## src/rtl/uart_pkg.sv

```systemverilog
// uart_pkg -- shared definitions for the UART receiver slice.
//
// Contents:
//   DATA_BITS            payload width of one frame (8N1 / 8E1)
//   DEFAULT_CLKS_PER_BIT clocks per bit for 100 MHz / 115200 baud
//   rx_state_t           receiver FSM states
package uart_pkg;

  localparam int DATA_BITS            = 8;
  localparam int DEFAULT_CLKS_PER_BIT = 868;

  // PARITY is only entered when parity support is compiled in.
  typedef enum logic [2:0] {
    IDLE,
    START,
    DATA,
    PARITY,
    STOP,
    WAIT_IDLE
  } rx_state_t;

endpackage

```

## src/rtl/uart_rx_if.sv

```systemverilog
// uart_rx_if -- valid/ready byte stream leaving the UART receiver.
//
// Signals:
//   data   received byte, meaningful only while valid=1
//   valid  byte available
//   ready  consumer takes the byte on a cycle with valid&ready
//
// Modports:
//   master  the receiver (drives data/valid, observes ready)
//   slave   the consumer (observes data/valid, drives ready)
interface uart_rx_if;
  import uart_pkg::*;

  logic [DATA_BITS-1:0] data;
  logic                 valid;
  logic                 ready;

  modport master (output data, output valid, input ready);
  modport slave  (input data, input valid, output ready);

endinterface

```

## src/rtl/uart_sync.sv

```systemverilog
// uart_sync -- two-flop synchronizer for the asynchronous serial line.
//
// Ports:
//   clk  sole clock
//   rst  synchronous active-low reset; both flops reset to 1 (line idle)
//   d    asynchronous input
//   q    synchronized output
module uart_sync (
  input  logic clk,
  input  logic rst,
  input  logic d,
  output logic q
);

  logic meta;

  // Resetting to 1 keeps a reset from looking like a start bit.
  always_ff @(posedge clk) begin
    if (!rst) begin
      meta <= 1'b1;
      q    <= 1'b1;
    end else begin
      meta <= d;
      q    <= meta;
    end
  end

endmodule

```

## src/rtl/uart_rx.sv

```systemverilog
// uart_rx -- 8-bit UART receiver, LSB first, with valid/ready output.
//
// Parameters:
//   CLKS_PER_BIT  clock cycles per bit (>= 4)
//
// Ports:
//   clk         sole clock, rising edge
//   rst         synchronous active-low reset
//   rx          asynchronous serial line, idles high
//   out_if      uart_rx_if.master: data / valid / ready
//   busy        high whenever the FSM is not in IDLE
//   frame_err   one-cycle pulse on a bad (low) stop bit
//   overrun     one-cycle pulse when a byte is dropped because valid is held
//   parity_err  one-cycle pulse on an even-parity mismatch
//
// Build option:
//   UART_RX_PARITY_EN  adds an even-parity bit after the data bits.
//                      Undefined: no parity bit, parity_err tied to 0.
module uart_rx
  import uart_pkg::*;
#(
  parameter int CLKS_PER_BIT = DEFAULT_CLKS_PER_BIT
) (
  input  logic      clk,
  input  logic      rst,
  input  logic      rx,
  uart_rx_if.master out_if,
  output logic      busy,
  output logic      frame_err,
  output logic      overrun,
  output logic      parity_err
);

  localparam int                CNT_W    = $clog2(CLKS_PER_BIT);
  localparam logic [CNT_W-1:0]  CNT_LAST = CNT_W'(CLKS_PER_BIT - 1);
  localparam logic [CNT_W-1:0]  CNT_HALF = CNT_W'(CLKS_PER_BIT / 2 - 1);

  rx_state_t            state, state_next;
  logic [CNT_W-1:0]     cnt, cnt_next;
  logic [2:0]           idx, idx_next;
  logic [DATA_BITS-1:0] shreg, shreg_next;
  logic [DATA_BITS-1:0] data_q;
  logic                 valid_q;
  logic                 rx_s;
  logic                 bit_end;
  logic                 done;
  logic                 frame_bad;
`ifdef UART_RX_PARITY_EN
  logic                 par_bad, par_bad_next;
  logic                 par_fail;
`endif

  uart_sync u_sync (
    .clk (clk),
    .rst (rst),
    .d   (rx),
    .q   (rx_s)
  );

  assign bit_end     = (cnt == CNT_LAST);
  assign busy        = (state != IDLE);
  assign out_if.data  = data_q;
  assign out_if.valid = valid_q;

  // Next-state logic. The START check lands at mid start bit, so every
  // later CLKS_PER_BIT boundary falls at the middle of a data/stop bit.
  // A frame produces at most one of done / frame_bad / par_fail.
  always_comb begin
    state_next   = state;
    cnt_next     = cnt + 1'b1;
    idx_next     = idx;
    shreg_next   = shreg;
    done         = 1'b0;
    frame_bad    = 1'b0;
`ifdef UART_RX_PARITY_EN
    par_bad_next = par_bad;
    par_fail     = 1'b0;
`endif
    case (state)
      IDLE: begin
        cnt_next = '0;
        idx_next = '0;
        if (!rx_s) state_next = START;
      end
      START: begin
        if (cnt == CNT_HALF) begin
          cnt_next   = '0;
          state_next = rx_s ? IDLE : DATA;
        end
      end
      DATA: begin
        if (bit_end) begin
          cnt_next        = '0;
          shreg_next[idx] = rx_s;
          idx_next        = idx + 3'd1;
          if (idx == 3'(DATA_BITS - 1)) begin
`ifdef UART_RX_PARITY_EN
            state_next = PARITY;
`else
            state_next = STOP;
`endif
          end
        end
      end
`ifdef UART_RX_PARITY_EN
      PARITY: begin
        if (bit_end) begin
          cnt_next     = '0;
          par_bad_next = ((^shreg) != rx_s);
          state_next   = STOP;
        end
      end
`endif
      STOP: begin
        if (bit_end) begin
          cnt_next = '0;
          if (rx_s) begin
            state_next = IDLE;
`ifdef UART_RX_PARITY_EN
            if (par_bad) par_fail = 1'b1;
            else         done     = 1'b1;
`else
            done = 1'b1;
`endif
          end else begin
            frame_bad  = 1'b1;
            state_next = WAIT_IDLE;
          end
        end
      end
      WAIT_IDLE: begin
        cnt_next = '0;
        if (rx_s) state_next = IDLE;
      end
      default: state_next = IDLE;
    endcase
  end

  // State and datapath registers.
  always_ff @(posedge clk) begin
    if (!rst) begin
      state   <= IDLE;
      cnt     <= '0;
      idx     <= '0;
      shreg   <= '0;
`ifdef UART_RX_PARITY_EN
      par_bad <= 1'b0;
`endif
    end else begin
      state   <= state_next;
      cnt     <= cnt_next;
      idx     <= idx_next;
      shreg   <= shreg_next;
`ifdef UART_RX_PARITY_EN
      par_bad <= par_bad_next;
`endif
    end
  end

  // Output holding register. A completion that coincides with a handshake
  // replaces the byte and keeps valid up; one arriving while the old byte
  // is still unaccepted is dropped and reported as overrun.
  always_ff @(posedge clk) begin
    if (!rst) begin
      data_q    <= '0;
      valid_q   <= 1'b0;
      frame_err <= 1'b0;
      overrun   <= 1'b0;
    end else begin
      frame_err <= frame_bad;
      overrun   <= 1'b0;
      if (done) begin
        if (valid_q && !out_if.ready) begin
          overrun <= 1'b1;
        end else begin
          data_q  <= shreg;
          valid_q <= 1'b1;
        end
      end else if (valid_q && out_if.ready) begin
        valid_q <= 1'b0;
      end
    end
  end

`ifdef UART_RX_PARITY_EN
  always_ff @(posedge clk) begin
    if (!rst) parity_err <= 1'b0;
    else      parity_err <= par_fail;
  end
`else
  assign parity_err = 1'b0;
`endif

endmodule

```

## src/flat_wrapper.sv

```systemverilog
// flat-port wrapper written by rule: the top's interface ports become plain ports
module uart_rx_flat import uart_pkg::*;
#(
  parameter int CLKS_PER_BIT = DEFAULT_CLKS_PER_BIT
)
  (clk, rst, rx, busy, frame_err, overrun, parity_err, out_if_data, out_if_valid, out_if_ready);
  uart_rx_if out_if_i ();
  input  logic clk;
  input  logic rst;
  input  logic rx;
  output logic busy;
  output logic frame_err;
  output logic overrun;
  output logic parity_err;
  output wire logic [$bits(out_if_i.data)-1:0] out_if_data;
  output wire logic [$bits(out_if_i.valid)-1:0] out_if_valid;
  input wire logic [$bits(out_if_i.ready)-1:0] out_if_ready;
  assign out_if_data = out_if_i.data;
  assign out_if_valid = out_if_i.valid;
  assign out_if_i.ready = out_if_ready;
  uart_rx #(.CLKS_PER_BIT(CLKS_PER_BIT)) u_core (.clk(clk), .rst(rst), .rx(rx), .out_if(out_if_i), .busy(busy), .frame_err(frame_err), .overrun(overrun), .parity_err(parity_err));
endmodule
```

## config.mk

```make
export PLATFORM = sky130hd
export DESIGN_NAME = uart_rx_flat
export DESIGN_NICKNAME = d
export VERILOG_FILES = /design/src/rtl/uart_pkg.sv /design/src/rtl/uart_rx_if.sv /design/src/rtl/uart_sync.sv /design/src/rtl/uart_rx.sv /design/src/flat_wrapper.sv
export SDC_FILE = /design/constraint.sdc
export NUM_CORES = 1
export LEC_CHECK = 0
export BUFFER_PORTS_ARGS = -buffer_cell sky130_fd_sc_hd__buf_2
export CORE_MARGIN = 1
export CORE_UTILIZATION = 45
export CTS_CLUSTER_DIAMETER = 80
export DETAILED_ROUTE_END_ITERATION = 16
export PLACE_DENSITY_LB_ADDON = 0.25
export SYNTH_ARGS = -nofsm -noshare
export SYNTH_HDL_FRONTEND = slang
export SYNTH_SLANG_ARGS = --single-unit
export TNS_END_PERCENT = 10
```

## constraint.sdc

```tcl
create_clock -name clk -period 2.1 [get_ports clk]
set_input_delay 0.42 -clock clk [delete_from_list [all_inputs] [get_ports clk]]
set_output_delay 0.42 -clock clk [all_outputs]
set_load 0.05 [all_outputs]
```

* After elaboration in Yosys (flattened, before gate mapping) *
Cells that the tools add are included.

word-level totals
  bits in registers = 37
  input port bits = 4
  output and inout bits = 13
  logic and storage cells = 71

cells by class
  add/sub/neg operators = 2
  $lt $le $gt $ge = 2
  equality and inequality tests = 14
  muxes and demuxes = 25
  bitwise operators = 1
  reductions and logical operators = 17

operator list
  cell                   count
  $pmux 10 s3            1
  $mux 3                 8
  $mux 10                2
  $pmux 3 s5             1
  $add 10x1->10 const B  1
  $eq 10x10->1 const B   1
  $eq 10x9->1 const B    1
  $reduce_and 2->1       5
  $eq 3x3->1 const B     3
  $mux 1                 9
  $bwmux 8               1
  $ne 2x1->1 const B     4
  $ne 2x2->1 const B     3
  $pmux 3 s2             1
  $reduce_and 6->1       1
  $lt 3x4->1 const B     1
  $reduce_bool 2->1      2
  $reduce_or 2->1        2
  $add 3x1->3 const B    1
  $demux 1 s3            1
  $eq 3x1->1 const B     1
  $eq 3x2->1 const B     1
  $ge 3x1->1 const B     1
  $logic_and 1x1->1      3
  other kinds (6)        6

* Longest topological paths before layout *
Gate-level depths: netlist (run 1).

  word-level depth = 5
  gate-level depth with buffers = 7
  mapped depth without buffers = 6

* Cells and area by module *
A second synthesis (run 1) with hierarchy kept.

unflattened totals
  cell total of the unflattened synthesis = 194
  area, all modules = 1,804.2 um2

modules (own cells, without submodules)
  module     times used  cells each  area each (um2)  sequential area each (um2)
  uart_rx    1           190         1,751.7          700.7
  uart_sync  1           4           52.6             40.0

* Worst setup path before layout (run 1) *
No wires, ideal clock.

  path type = register to register
  start = register u_core.cnt[0]
  end = register u_core.cnt[2]
  library setup time = 0.135 ns
  arrival = 1.449 ns
  data required time = 1.965 ns
  slack = 0.516 ns
  stages on the path, launching flop included = 6
  path buffers = 0
  clock period less this slack = 1.584 ns
  cell sequence = dfxtp_1 -> ha_1 -> nor4bb_1 -> a41oi_1 -> o31ai_4 -> nor3b_1

on the way
  word-level cells in the longest chain between the ends = 3
  elaborated cells between the ends (all ways) = 6
  classes of those cells = add/sub: 1; eq/ne: 2; mux: 3

ends and longest elaborated chain
  what                                   line                                          text
  start: declaration                     uart_rx.sv:39                                 logic [CNT_W-1:0] cnt, cnt_next;
  start signal: assignment               uart_rx.sv:151                                cnt <= cnt_next;
  $add 10x1->10 (tied with other cells)  uart_rx.sv:70                                 cnt_next = cnt + 1'b1;
  $mux 10 (on tied branches)             uart_rx.sv:92, uart_rx.sv:115, uart_rx.sv:86
  $pmux 10 s3 *                          uart_rx.sv:79                                 case (state)

Every way passes the cells marked *; elsewhere a longest branch is shown, timed or not.
A chain may end at the register's enable or synchronous reset.

* Final worst setup path (run 1) *
  start = register u_core.cnt[0]
  end = register u_core.idx[0]

on the way
  word-level cells in the longest chain between the ends = 3

ends and longest elaborated chain
  what                               line            text
  $eq 10x10->1                       uart_rx.sv:60   assign bit_end = (cnt == CNT_LAST);
  $ne 2x1->1 (no source line)        -
  $reduce_and 2->1 (no source line)  -
  end signal: assignment             uart_rx.sv:152  idx <= idx_next;
  end: declaration                   uart_rx.sv:40   logic [2:0] idx, idx_next;

Every way passes these cells.

==> results of run 1 <==
## area by class of cell
| cell class | instances | area (um2) | area share, % |
|---|---|---|---|
| Timing Repair Buffer | 17 | 90.09 | 4.639 |
| Clock inverter | 3 | 17.52 | 0.9021 |
| Multi-Input combinational cell | 139 | 953.4 | 49.10 |
| Inverter | 3 | 11.26 | 0.5799 |
| Sequential cell | 37 | 740.7 | 38.14 |
| Clock buffer | 5 | 68.82 | 3.544 |
| Tap cell | 48 | 60.06 | 3.093 |
## cells by family after synthesis
group	Yosys count	share of synthesized area, %
AND/OR/NAND/NOR	86	29.31
flip-flops	37	41.31
AO/OA/AOI/OAI	32	12.49
buffers and inverters	18	5.512
XOR/XNOR	8	3.907
multiplexers	8	4.466
adder cells (fa/ha/maj)	4	2.791
other	1	0.2092
## placed cells by master (no fill, tap or decap), drive strengths merged, types with 2 or more instances in the layout
cell type  Yosys  final
ha             4      4
a41oi          2      2
nor3b          9      9
nand3         17     17
nor2b          2      2
o21a           2      2
inv            3      3
a21boi        10     10
and4bb         4      4
and2           2      2
xor2           4      4
o21ai         12     12
clkinv         0      2
nand4b         3      3
nand3b         3      3
mux2i          8      8
a21oi          4      4
nand2         16     16
nor2           9      9
and4           2      2
clkbuf         7      5
nand2b         6      6
xnor2          4      4
dfxtp         37     37
buf            8     17
nor4           4      4
nand4          4      4
and3           3      3
## path summary, 6_finish.rpt
path	startpoint	to	slack (ns)
worst max-delay path	u_core.cnt[0]	u_core.idx[0]	0.22
worst min register to register	u_core.u_sync.meta	u_core.u_sync.q	0.41
worst max register to register	u_core.cnt[0]	u_core.idx[0]	0.22
worst min-delay path	rx	u_core.u_sync.meta	0.31
## stage by stage
stage | cells | util, % | area (um2) | setup WS (ns) | hold slack [ns]
2_1_floorplan | 194 | - | 1793 | 0.5164 | 0.3863
3_3_place_gp | 244 | 49.57 | 1856 | 0.3260 | 0.3882
3_5_place_dp | 244 | 49.57 | 1856 | 0.2102 | 0.3994
4_1_cts | 252 | 51.87 | 1942 | 0.1986 | 0.3113
5_1_grt | 252 | 51.87 | 1942 | 0.04422 | 0.3217
6_report | 252 | 51.87 | 1942 | 0.2154 | 0.3139
## Yosys cell counts, types with 6 or more instances
cell type / count
mux2i_1: 8
nand3_1: 17
nor2_1: 9
a21boi_0: 6
nand2_1: 16
nand2b_1: 6
nor3b_1: 8
dfxtp_1: 37
clkbuf_1: 6
o21ai_0: 12
## state kept, by name, indices dropped and copies added, names as in the netlist
signal and cells:
u_core.out_if.valid 1, u_core.cnt 10, u_core.u_sync.q 1, u_core.out_if.data 8
u_core.overrun 1, u_core.u_sync.meta 1, u_core.idx 3, u_core.shreg 8
u_core.state 3, u_core.frame_err 1
## per-layer routing
| metal | vias to the layer above | wire length, um |
|---|---|---|
| met5 | - | 0 |
| met4 | 0 | 31 |
| met3 | 4 | 113 |
| met2 | 25 | 1688 |
| met1 | 671 | 1428 |
| li1 | 702 | - |
## power by group through the flow
stage               registers [mW]  clock network [mW]  logic, mW
CTS                          0.709               0.493     0.0396
detailed placement           0.725                   0     0.0396
floorplan                    0.723                   0     0.0355
global route                 0.710               0.524     0.0430
global placement             0.725                   0     0.0386
finish                       0.709               0.482     0.0392
==> results.txt, run 1 <==
----------------------------------------------------
[Global routing]
  Grt ovf ... 0
  Met3 Usage GRT ... 3.646%
  Number of antenna violations at the first check in global routing ... 0
  GRT met2 Usage ... 31.12%
  Busiest metal layer after global routing ... met2
  Met1 track demand over resource ... 18.59%
  First-pass GRT wire length ... 5582 um
  Number of global-route vias before repair ... 1,330
  GRT Resource Usage Total ... 16.94%
  Maximum number of pins on one net before global-route repair ... 31

[Finish]
  Fin nets ... 211
  Count of fill cells added during filler insertion ... 370
  Post-synthesis to final-layout area growth ... 8.304%
  Layout cells sized above 1 ... 14.71%
  Ant diodes ... 0

[Clock network]
  CTS H-tree lvls ... 2
  Clock tree sinks ... 37
  Number of hold buffers added after cts ... 0
  Number of buffers created by CTS ... 5
  Post-CTS setup buffer count ... 0
  Maximum clock path buffer count ... 2
  CTS tree ... done
  Clock-pin transition on the worst setup and hold timing paths ... 0.07 ns
  Master cell of the clock root buffer ... clkbuf_8
  Latest clock arrival within the worst-skew pair ... 0.29 ns
  CTS resizes ... 0

[Placement]
  Buffers on Ports ... 15
  Gp weighted congestion ... 0.7688
  Hpwl dp ... 2309 um

[Drt]
  Antenna violation net count after detailed routing ... 0
  Via Count ... 1,402
  First-iteration detailed-routing DRC count ... 52
  Number of design rule violations left after detail routing ... 0
  Drt total wl ... 3262 um
  Average routed wire per standard cell ... 12.94 um
  Routed vias/inst ... 5.563
  TritonRoute pass-1 iters ... 4

[Floorplan]
  Ports ... 17
  Cell row count ... 22
  Total Die Area ... 4241 um2
  X dimension of the die ... 65.12 um
  Chip Height ... 65.12 um
  Starting density of the core ... 47.89%
  Core area ... 3744 um2

[Setup path]
  Largest fanout on the critical path ... 13
  Buf/Inv on CP ... 0
  Crit-path leading delay family ... simple AND/OR/NAND/NOR gates
  Logic depth of the worst register-to-register path ... 5
  Cell count along the critical path ... 5
  Critical-path cell list ... ha_1 -> and4bb_4 -> nand3_1 -> a41oi_1 -> o21ai_0
  Data arrival time of the critical path ... 2.06 ns
  Worst setup path class ... flip-flop to flip-flop
  Cell with the largest stage delay on the worst path ... dfxtp_1
  Kind of launch point of the worst setup path ... flip-flop
  Endpoint type of the worst setup path ... flip-flop
  Crit path largest cell delay ... 0.40 ns
  Critical path required time ... 2.27 ns

[Synthesis]
  Fraction of registers with async set/reset ... 0%
  Post-Syn Area ... 1793 um2
  Sequential area share after synthesis ... 41.31%
  Most used DFF post-synth ... dfxtp_1
  Top cell type's share of synthesized area ... 41.31%
  Cell taking the most area after synthesis ... dfxtp_1
  Post-synthesis net count ... 202
  EDFF count, synth ... 0
  Number of cells produced by synthesis ... 194
  Synth Area per Inst ... 9.242 um2
  Number of library cell types mapped by synthesis ... 39
  Number of warnings reported in the yosys synthesis log ... 0
  Cell types with the largest area share after synthesis ... dfxtp_1 (41%), nand3_1 (4.7%), mux2i_1 (4.5%)
  FF+latch count, synth ... 37

[Power and ir drop]
  P per Cell Area ... 633.6 nW/um2
  Cell internal power dissipation ... 0.9457 mW
  Standby leakage power ... 0.7174 nW
  Switching share of power ... 23.14%
  Sequential share of power ... 57.6%
  Clk network pwr share ... 39.2%
  Net switching power ... 0.2847 mW
  Combinational Power Share ... 3.2%
  Total power consumption of the routed design ... 1.230 mW
  Peak supply drop ... 0.4485 mV

[Timing]
  Worst slew margin ... 66.53%
  Final setup violation count ... 0
  Shortest clock period the worst path allows after layout ... 1.885 ns
  Count of final hold-check violations ... 0
  Ratio of final minimum period to clock period ... 89.74%
  Transition time at the pin with the least slew margin ... 0.5006 ns
  Final TNS setup ... 0 ns
  Achievable frequency ... 530.6 MHz
  Final worst clock skew ... 0.005562 ns
  Setup repair after global routing missed its margin ... false
  Final-report max-slew violation count ... 0

[Worst hold path]
  Worst min path class ... input pin to flip-flop
  Number of instances on the worst hold path ... 2

[Run status]
  Result of the run ... complete, no violations

[Run]
  Maximum capacitance violations ... 0

----------------------------------------------------
(Power assumes the default switching activity.)
==> run 2, diff against run 1 <==
--- a/config.mk
+++ b/config.mk
@@ -13,5 +13,6 @@
 export PLACE_DENSITY_LB_ADDON = 0.25
 export SYNTH_ARGS = -nofsm -noshare
 export SYNTH_HDL_FRONTEND = slang
+export SYNTH_HIERARCHICAL = 1
 export SYNTH_SLANG_ARGS = --single-unit
 export TNS_END_PERCENT = 10
==> run 2 against run 1 <==
Against the previous run: combinational power increased to 5.5 times the previous value; wire length increased by 6.8%; setup slack got worse by 0.11 ns; worst hold slack got worse by 0.0077 ns; fmax decreased by 5.7%; register-to-register slack got worse by 0.03 ns; sequential share of layout area decreased by 1.7 points; via count unchanged; die area increased by 0.62%; sequential power increased by 5.5%; first-iteration DRC count increased by 62%.
==> results.txt, run 2 <==
----------------------------------------------------
[Drt]
  Antenna violation net count after detailed routing ... 0 (unchanged)
  First-iteration detailed-routing DRC count ... 84 (was 52)
  Average routed wire per standard cell ... 13.66 um (was 12.94 um)
  Drt total wl ... 3483 um (was 3262 um)
  Routed vias/inst ... 5.498 (was 5.563)
  TritonRoute pass-1 iters ... 7 (was 4)
  Number of design rule violations left after detail routing ... 0 (unchanged)
  Via Count ... 1,402 (unchanged)

[Timing]
  Setup repair after global routing missed its margin ... false (unchanged)
  Worst slew margin ... 54.73% (was 66.53%)
  Transition time at the pin with the least slew margin ... 0.6782 ns (was 0.5006 ns)
  Final-report max-slew violation count ... 0 (unchanged)
  Achievable frequency ... 500.6 MHz (was 530.6 MHz)
  Worst Hold Margin ... 0.3062 ns (was 0.3139 ns)
  Final worst clock skew ... 0.005116 ns (was 0.005562 ns)
  Ratio of final minimum period to clock period ... 95.13% (was 89.74%)
  Shortest clock period the worst path allows after layout ... 1.998 ns (was 1.885 ns)
  Count of final hold-check violations ... 0 (unchanged)
  Final setup violation count ... 0 (unchanged)
  Final TNS setup ... 0 ns (unchanged)

[Finish]
  Layout cells sized above 1 ... 18.84% (was 14.71%)
  Largest register by flop count ... u_core/cnt (was u_core.cnt)
  Most frequent cells in the layout ... dfxtp_1 (37), nand2_1 (18), nand3_1 (17) (was dfxtp_1 (37), nand3_1 (17), nand2_1 (16))
  Largest register FFs ... 10 (unchanged)
  Post-synthesis to final-layout area growth ... 12.62% (was 8.304%)
  Most frequent standard cell in the layout excluding fill and tap cells ... dfxtp_1 (unchanged)
  Fin nets ... 214 (was 211)
  Ant diodes ... 0 (unchanged)

[Setup path]
  Worst setup path class ... flip-flop to output port (was flip-flop to flip-flop)
  Data arrival time of the critical path ... 1.58 ns (was 2.06 ns)
  Largest fanout on the critical path ... 20 (was 13)
  Critical path required time ... 1.68 ns (was 2.27 ns)
  Endpoint type of the worst setup path ... output port (was flip-flop)
  Kind of launch point of the worst setup path ... flip-flop (unchanged)

[Synthesis]
  Number of library cell types mapped by synthesis ... 47 (was 39)
  Fraction of registers with async set/reset ... 0% (unchanged)
  Post-Syn Area ... 1804 um2 (was 1793 um2)
  FF+latch count, synth ... 37 (unchanged)
  Cell types with the largest area share after synthesis ... dfxtp_1 (41%), mux2i_1 (6.7%), nand3_1 (4.7%) (was dfxtp_1 (41%), nand3_1 (4.7%), mux2i_1 (4.5%))
  Synth Area per Inst ... 9.300 um2 (was 9.242 um2)
  EDFF count, synth ... 0 (unchanged)
  Number of warnings reported in the yosys synthesis log ... 6 (was 0)
  Top cells by count, synth ... dfxtp_1 (37), nand2_1 (18), nand3_1 (17) (was dfxtp_1 (37), nand3_1 (17), nand2_1 (16))
  Number of cells produced by synthesis ... 194 (unchanged)
  Sequential area share after synthesis ... 41.05% (was 41.31%)
  Most used DFF post-synth ... dfxtp_1 (unchanged)
  Post-synthesis net count ... 202 (unchanged)
  Cell taking the most area after synthesis ... dfxtp_1 (unchanged)
  Top cell type's share of synthesized area ... 41.05% (was 41.31%)
  Count leader, synth ... dfxtp_1 (unchanged)

[Clock network]
  Latest clock arrival within the worst-skew pair ... 0.29 ns (about the same)
  Clock tree sinks ... 37 (unchanged)
  CTS H-tree lvls ... 2 (unchanged)
  Clock-pin transition on the worst setup and hold timing paths ... 0.07 ns (about the same)
  Number of hold buffers added after cts ... 0 (unchanged)
  Post-CTS setup buffer count ... 0 (unchanged)
  Number of buffers created by CTS ... 5 (unchanged)
  CTS tree ... done (unchanged)
  Master cell of the clock root buffer ... clkbuf_8 (unchanged)
  CTS resizes ... 0 (unchanged)
  Maximum clock path buffer count ... 2 (unchanged)

[Global routing]
  Maximum number of pins on one net before global-route repair ... 21 (was 31)
  Grt ovf ... 0 (unchanged)
  Number of global-route vias before repair ... 1,413 (was 1,330)
  Number of antenna violations at the first check in global routing ... 0 (unchanged)
  GRT Resource Usage Total ... 19.09% (was 16.94%)
  First-pass GRT wire length ... 6141 um (was 5582 um)

[Placement]
  Gp weighted congestion ... 0.8186 (was 0.7688)
  Hpwl dp ... 2500 um (was 2309 um)
  Buffers on Ports ... 15 (unchanged)

[Run]
  Maximum capacitance violations ... 0 (unchanged)

[Floorplan]
  Cell row count ... 22 (unchanged)
  Total Die Area ... 4267 um2 (was 4241 um2)
  Ports ... 17 (unchanged)
  Starting density of the core ... 48.20% (was 47.89%)
  Chip Height ... 65.32 um (was 65.12 um)
  Core area ... 3744 um2 (unchanged)
  X dimension of the die ... 65.32 um (was 65.12 um)

[Power and ir drop]
  Standby leakage power ... 0.8125 nW (was 0.7174 nW)
  Peak supply drop ... 0.5295 mV (was 0.4485 mV)
  P per Cell Area ... 831.1 nW/um2 (was 633.6 nW/um2)

[Run status]
  Result of the run ... complete, no violations (unchanged)

[Worst hold path]
  Worst min path class ... input pin to flip-flop (unchanged)

----------------------------------------------------
## run 2: layout make-up
cell class,count,area [um2]
Sequential cell,37,740.7
Timing Repair Buffer,19,105.1
Clock inverter,3,65.06
Fill cell,345,1712
Clock buffer,5,68.82
Tap cell,48,60.06
Inverter,4,15.01
Multi-Input combinational cell,139,977.2
## run 2: where the power goes
part / switching, mW / internal (mW)
logic: 0.133 / 0.0806
registers: 0.0303 / 0.718
clock network: 0.256 / 0.472
## run 2: worst paths after layout
check	start	to	slack (ns)	cells after the start
max	u_core/state[1]	busy	0.10	3
min	rx	u_core/u_sync/meta	0.31	2
max reg2reg	u_core/cnt[0]	u_core/state[0]	0.19	5
min reg2reg	u_core/u_sync/meta	u_core/u_sync/q	0.41	1
## run 2: cells by family after synthesis
logic type / share of synthesized area, %
other: 0.2078
AO/OA/AOI/OAI: 12.55
adder cells (fa/ha/maj): 2.774
multiplexers: 6.658
XOR/XNOR: 4.369
buffers and inverters: 4.785
flip-flops: 41.05
AND/OR/NAND/NOR: 27.60
## run 2: routing by layer
| layer | part of all wire [%] | vias up | wire length [um] | GRT usage, % |
|---|---|---|---|---|
| li1 | - | 713 | - | - |
| met1 | 44 | 652 | 1524 | 21.14 |
| met2 | 50 | 31 | 1737 | 33.25 |
| met3 | 4.6 | 6 | 161 | 6.597 |
| met4 | 1.7 | 0 | 60 | 7.337 |
| met5 | 0 | - | 0 | 0 |
## run 2: worst max-delay path, cell delays in order (launching register included)
cell and delay (ns):
dfxtp_1 0.76, inv_1 0.16, nand2_1 0.10, buf_2 0.26
## run 2: stage by stage
step                area (um2)  std cells  power (mW)  util, %  setup WS (ns)
global placement          1898        247      0.9729    50.70         0.3108
finish                    2032        255       1.689    54.28         0.1022
floorplan                 1804        194      0.9333        -         0.3865
detailed placement        1898        247      0.9803    50.70         0.1925
global route              2032        255       1.765    54.28       0.001825
CTS                       2032        255       1.714    54.28         0.1175
